## src/rtl/wb_host_bridge.sv

```systemverilog
// rtl/wb_host_bridge.sv - single-outstanding command/response to Wishbone initiator bridge
module wb_host_bridge #(
    parameter int unsigned TIMEOUT_CYCLES = 16,
    parameter logic [31:0] ERR_DATA       = 32'hf00df00d
) (
    input  logic        wb_clk_i,
    input  logic        wb_rst_ni,
    input  logic        cmd_valid_i,
    output logic        cmd_ready_o,
    input  logic        cmd_we_i,
    input  logic [31:0] cmd_adr_i,
    input  logic [31:0] cmd_dat_i,
    input  logic [3:0]  cmd_sel_i,
    output logic        rsp_valid_o,
    input  logic        rsp_ready_i,
    output logic [31:0] rsp_dat_o,
    output logic        rsp_err_o,
    output logic        wbm_cyc_o,
    output logic        wbm_stb_o,
    output logic        wbm_we_o,
    output logic [3:0]  wbm_sel_o,
    output logic [31:0] wbm_adr_o,
    output logic [31:0] wbm_dat_o,
    input  logic        wbm_ack_i,
    input  logic [31:0] wbm_dat_i,
    output logic        busy_o,
    output logic [7:0]  timeout_cnt_o
);

    typedef enum logic [1:0] {
        IDLE = 2'd0,
        BUS  = 2'd1,
        RESP = 2'd2
    } state_t;

    localparam logic [7:0] WAIT_LAST = 8'(TIMEOUT_CYCLES - 1);

    state_t     state;
    state_t     state_next;
    logic [7:0] wait_cnt;
    logic       accept;
    logic       ack_hit;
    logic       timeout_hit;

    // Gated by reset so the handshake is closed while reset is held.
    assign cmd_ready_o = wb_rst_ni && (state == IDLE);
    assign busy_o      = wb_rst_ni && (state != IDLE);

    assign accept      = cmd_valid_i && cmd_ready_o;
    assign ack_hit     = (state == BUS) && wbm_ack_i;
    assign timeout_hit = (state == BUS) && !wbm_ack_i && (wait_cnt == WAIT_LAST);

    always_ff @(posedge wb_clk_i) begin
        if (!wb_rst_ni) begin
            state <= IDLE;
        end else begin
            state <= state_next;
        end
    end

    always_comb begin
        state_next = state;
        case (state)
            IDLE:    if (accept) state_next = BUS;
            BUS:     if (ack_hit || timeout_hit) state_next = RESP;
            RESP:    if (rsp_ready_i) state_next = IDLE;
            default: state_next = IDLE;
        endcase
    end

    always_ff @(posedge wb_clk_i) begin
        if (!wb_rst_ni) begin
            wbm_cyc_o     <= 1'b0;
            wbm_stb_o     <= 1'b0;
            wbm_we_o      <= 1'b0;
            wbm_sel_o     <= 4'h0;
            wbm_adr_o     <= 32'h0;
            wbm_dat_o     <= 32'h0;
            rsp_valid_o   <= 1'b0;
            rsp_err_o     <= 1'b0;
            rsp_dat_o     <= 32'h0;
            wait_cnt      <= 8'h0;
            timeout_cnt_o <= 8'h0;
        end else begin
            if (accept) begin
                wbm_cyc_o <= 1'b1;
                wbm_stb_o <= 1'b1;
                wbm_we_o  <= cmd_we_i;
                wbm_sel_o <= cmd_sel_i;
                wbm_adr_o <= cmd_adr_i;
                wbm_dat_o <= cmd_we_i ? cmd_dat_i : 32'h0;
                wait_cnt  <= 8'h0;
            end

            // Bus outputs return to zero on exit so we/sel/adr only show during a cycle.
            if (ack_hit || timeout_hit) begin
                wbm_cyc_o   <= 1'b0;
                wbm_stb_o   <= 1'b0;
                wbm_we_o    <= 1'b0;
                wbm_sel_o   <= 4'h0;
                wbm_adr_o   <= 32'h0;
                wbm_dat_o   <= 32'h0;
                rsp_valid_o <= 1'b1;
            end

            if (ack_hit) begin
                rsp_dat_o <= wbm_we_o ? 32'h0 : wbm_dat_i;
                rsp_err_o <= 1'b0;
            end else if (timeout_hit) begin
                rsp_dat_o <= ERR_DATA;
                rsp_err_o <= 1'b1;
                if (timeout_cnt_o != 8'hff) begin
                    timeout_cnt_o <= timeout_cnt_o + 8'd1;
                end
            end else if (state == BUS) begin
                wait_cnt <= wait_cnt + 8'd1;
            end

            if ((state == RESP) && rsp_ready_i) begin
                rsp_valid_o <= 1'b0;
            end
        end
    end

endmodule

```

## config.mk

```make
export PLATFORM = sky130hd
export DESIGN_NAME = wb_host_bridge
export DESIGN_NICKNAME = d
export VERILOG_FILES = /design/src/rtl/wb_host_bridge.sv
export SDC_FILE = /design/constraint.sdc
export NUM_CORES = 1
export LEC_CHECK = 0
export CAP_MARGIN = 40
export CORE_ASPECT_RATIO = 1.5
export CORE_MARGIN = 3
export CORE_UTILIZATION = 35
export DETAILED_ROUTE_END_ITERATION = 6
export GPL_TIMING_DRIVEN = 0
export PLACE_DENSITY = 0.79
export SETUP_SLACK_MARGIN = 0.05
export SYNTH_ARGS = -nofsm -noshare
export SYNTH_HDL_FRONTEND = slang
export SYNTH_SLANG_ARGS = --single-unit
```

## constraint.sdc

```tcl
create_clock -name wb_clk_i -period 5.71 [get_ports wb_clk_i]
set_input_delay 0.8565 -clock wb_clk_i [delete_from_list [all_inputs] [get_ports wb_clk_i]]
set_output_delay 0.8565 -clock wb_clk_i [all_outputs]
set_load 0.05 [all_outputs]
```

# Word level (Yosys, flattened, before mapping)
# Index checks and enable logic that the tools add are counted.
# op_classes
div	0
mux	12
bitwise_logic	2
shifts	0
addsub	2
n_mul	0
reduce_logical	17
eq_ne	7
magnitude_cmp	0
# ops
cell	count
two-way mux 32 bit	4
two-way mux 8 bit	4
adder 8 x 1 -> 8 bit, second input constant	2
equality test 8 x 4 -> 1 bit, second input constant	1
inequality test 8 bit, second input constant	1
logical AND 1 bit	7
two-way mux 2 bit	3
inequality test 2 bit, second input constant	3
one-hot mux 2 bit (3 select lines)	1
AND reduction 3 bit	2
OR reduction 2 bit	3
nonzero test 2 bit	2
equality test 2 x 1 -> 1 bit, second input constant	1
equality test 2 bit, second input constant	1
logical NOT 2 bit	1
NOT 1 bit	2
logical NOT 1 bit	1
logical OR 1 bit	1
# totals
latchBits	0
romBits	0
input_bits	106
register_bits	122
word_cells	51
output_inout_bits	115
memories	0
ram_bits	0

# Logic depth before layout (Yosys ltp)
# logic_depth
ltp_word	7
depth_mapped	7
ltp_nobuf	5

# Worst setup path before layout
# OpenSTA, ideal clock, no wires.
# synth_path
kind	input port to flip-flop
start	input wb_rst_ni
end	register wbm_dat_o[22]
setup_slack_ns	2.620
path_stages	6
arrival_ns	3.020
setup_ns	0.070
path_cell_list	nor3b_1 > and2_1 > clkbuf_1 > clkbuf_1 > nand3_1 > a21oi_1
# synth_between
elab_chain_len	2
word_cells_on_any_way	4
cone_classes	bitwise (1); reduce/logical (3)
# synth_lines
element	line	source
start, declared	7	input logic wb_rst_ni,
NOT 1 bit (no source line) or logical AND 1 bit (tied branches)	-	
OR reduction 2 bit (no source line) or logical AND 1 bit (tied branches)	-	
end signal, assigned	91	wbm_dat_o <= cmd_we_i ? cmd_dat_i : 32'h0;
end, declared	23	output logic [31:0] wbm_dat_o,
# Several ways; a longest one is shown, not always the timed one.
# A chain may end at the register's enable or synchronous reset.

# Final worst setup path
# layout_path
start	input wb_rst_ni
end	output busy_o
# layout_between
elab_chain_len	1
# layout_lines
element	line	source
logical AND 1 bit	47	assign busy_o = wb_rst_ni && (state != IDLE);
end, declared	26	output logic busy_o,
# Every way passes these cells.

==> flow_summary.yaml <==
hold_path:
  hp-class: "reg2reg"
  hold_start: "wbm_adr_o[8]"
floorplanning:
  start_util_pct: 36.0
  core-area_um2: 12500
  row_count: 50
  die_y_um: 145
  dieArea_um2: 14300
  fp.dieW_um: 98.7
  ios: 221
cells_and_area:
  diodes: 0
  drive_above_1_share_pct: 7.60
  syn_to_final_growth_pct: 66.6
  fin_nets: 858
global_routing:
  grt_overflow_total: 0
  grt_usage_pct: 20.5
  antenna_found_initial: 0
  grt_pass1_vias: 4810
  grt_max_degree: 17
  grt_pass1_wl_um: 23800
placed_design:
  finalWeightedCongestion: 0.805
  io_buffers: 219
  dp_hpwl_um: 11000
  pre_cts_slack_ps: 2000
worst_setup_path:
  arrival_ps: 2830
  crit-reg2reg-launch: "state[1]"
  crit_path_max_fanout: 10
  critical_path.endpoint_type: "output pin"
  crit_path_frequent_cell: "clkdlybuf4s50_1"
  cp_slowest_cell: "clkdlybuf4s50_1"
  required_ps: 4850
  crit_type: "in2out"
  max_stage_delay_ps: 820
  startpoint_type: "input pin"
  path_cells: "clkdlybuf4s50_1 -> inv_1 -> clkbuf_1 -> nor2_1 -> clkdlybuf4s50_1"
  critPathLaunch: "wb_rst_ni"
logic_synthesis:
  synth-seq-cells: 122
  synth_top_area_cell: "dfxtp_1"
  avgSynthCellArea_um2: 8.81
  syn-num-nets: 620
  yosys-top-cells-count: "dfxtp_1 (122), nand2_1 (119), a21oi_1 (76)"
  async_reset_ff_share_pct: 0
  synth.distinct_cells: 46
  synth_area_um2: 4510
  yosysMostFrequentCell: "dfxtp_1"
  ys_top_cells_by_area: "dfxtp_1 (54%), nand2_1 (9.9%), a21oi_1 (8.4%)"
  yosys_warnings: 0
  syn_inst: 512
  netlist.area_leader.share_pct: 54.2
  synthFlopType: "dfxtp_1"
  synth_edf_count: 0
  ys_seq_area_share_pct: 54.2
detailed_routing:
  num_vias: 4703
  drc_errors: 0
  routedWlPerCell_um: 15.9
  wirelength_um: 14700
  dr.pass1.iters: 5
  vias_per_cell: 5.12
  drt_iter0_drc: 144
  ant_nets: 0
timing:
  finalMaxSlewViolations: 0
  fin_worst_hold_slack_ps: 453
  timing_hold_violations_final: 0
  skew_ps: 18.6
  finalCritPeriodShare_pct: 64.5
  relSlewSlack_pct: 47.2
  min_period_ps: 3690
  finalWorstSetupSlack_ps: 2020
  timing.fmax_mhz: 271
  setup_viol_count_final: 0
  worst_slew_pin_slew_ps: 785
  final.setup.tns_ps: 0
  rsz0062_at_grt: "no"
clocking:
  clkSinkCount: 122
  holdBufCountCts: 0
  htreeDepth: 4
  clock_latency_ps: 410
  cts_buffers: 17
  path_clk_slew_ps: 60
  cts-root-buf: "clkbuf_16"
  cts_setup_buffers: 0
  ctsLongestPathBuffers: 2
  cts_tree: "built"
  cts_resized: 0
pwr:
  p_leak_uw: 0.00271
  p_per_area_nw_per_um2: 311
  vdd_drop_max_mv: 0.163
run:
  drv_cap: 0
status:
  outcome: "completed"
==> kinds of logic after synthesis <==
group,Yosys count,synth area share [%]
flops,122,54.2
mux,2,0.444
fa+ha+maj,2,0.555
buf+inv,40,4.00
simple gates,215,22.3
xor+xnor,2,0.389
compound gates,129,18.2
==> per-layer routing <==
metal | wire, µm | GRT usage (%)
met1 | 5380 | 21.6
met2 | 7960 | 37.9
met3 | 1020 | 5.39
met4 | 308 | 7.93
met5 | 0 | 0
==> power by group <==
part	total, µW	internal [µW]	leakage (µW)	switching, µW
sequential	895	879	0.000990	16.5
clock	1120	696	0.000297	423
combinational	325	137	0.00143	188
total	2340	1710	0.00271	627
==> state kept, by name, indices dropped and copies added (netlist names) <==
name	cells
state	2
wbm_dat_o	32
timeout_cnt_o	8
wbm_adr_o	32
rsp_dat_o	32
rsp_valid_o	1
wbm_we_o	1
wait_cnt	8
wbm_sel_o	4
rsp_err_o	1
wbm_stb_o	1
==> cells in the final DEF, fill, tap and decap left out, drive strengths merged, types with 4 or more instances in the layout <==
cell           instances
inv                    7
nand3                 41
dfxtp                122
and3                   5
nor2                  15
nand4                  4
a21oi                 76
o21ai                 11
nor2b                  9
clkbuf                42
clkinv                 5
clkdlybuf4s50        219
a22o                  18
o221a                  8
buf                   13
nand2                119
==> stage by stage <==
stage	cells	total power, µW	cell area [µm²]	util [%]
2_1_floorplan	512	1080	4510	-
3_3_place_gp	887	1230	6900	55.1
5_1_grt	919	2420	7510	60.1
6_report	919	2340	7510	60.1
4_1_cts	919	2360	7510	60.1
3_5_place_dp	887	1240	6900	55.1
==> final cells by class <==
cell class / instances / area [µm²]
repair buffers: 219 / 2190
fillers: 1074 / 5000
plain buffers: 38 / 173
multi-input cells: 350 / 1890
clock inverters: 15 / 191
inverters: 2 / 7.51
clock buffers: 17 / 425
flip-flops and latches: 122 / 2440
well taps: 156 / 195
==> final timing paths <==
kind	end	slack (ps)	cells past startpoint
setup / recovery	busy_o	2020	5
hold / removal	wbm_adr_o[8]	450	2
setup reg to reg	rsp_dat_o[13]	3450	6
hold reg to reg	wbm_adr_o[8]	450	2
==> worst max-delay path: cells and delay by family <==
kind / cells / cell delay (ps)
AND/OR/NAND/NOR: 1 / 170
buffers and inverters: 4 / 1800
Note: power is estimated with default switching activity, not from simulation.
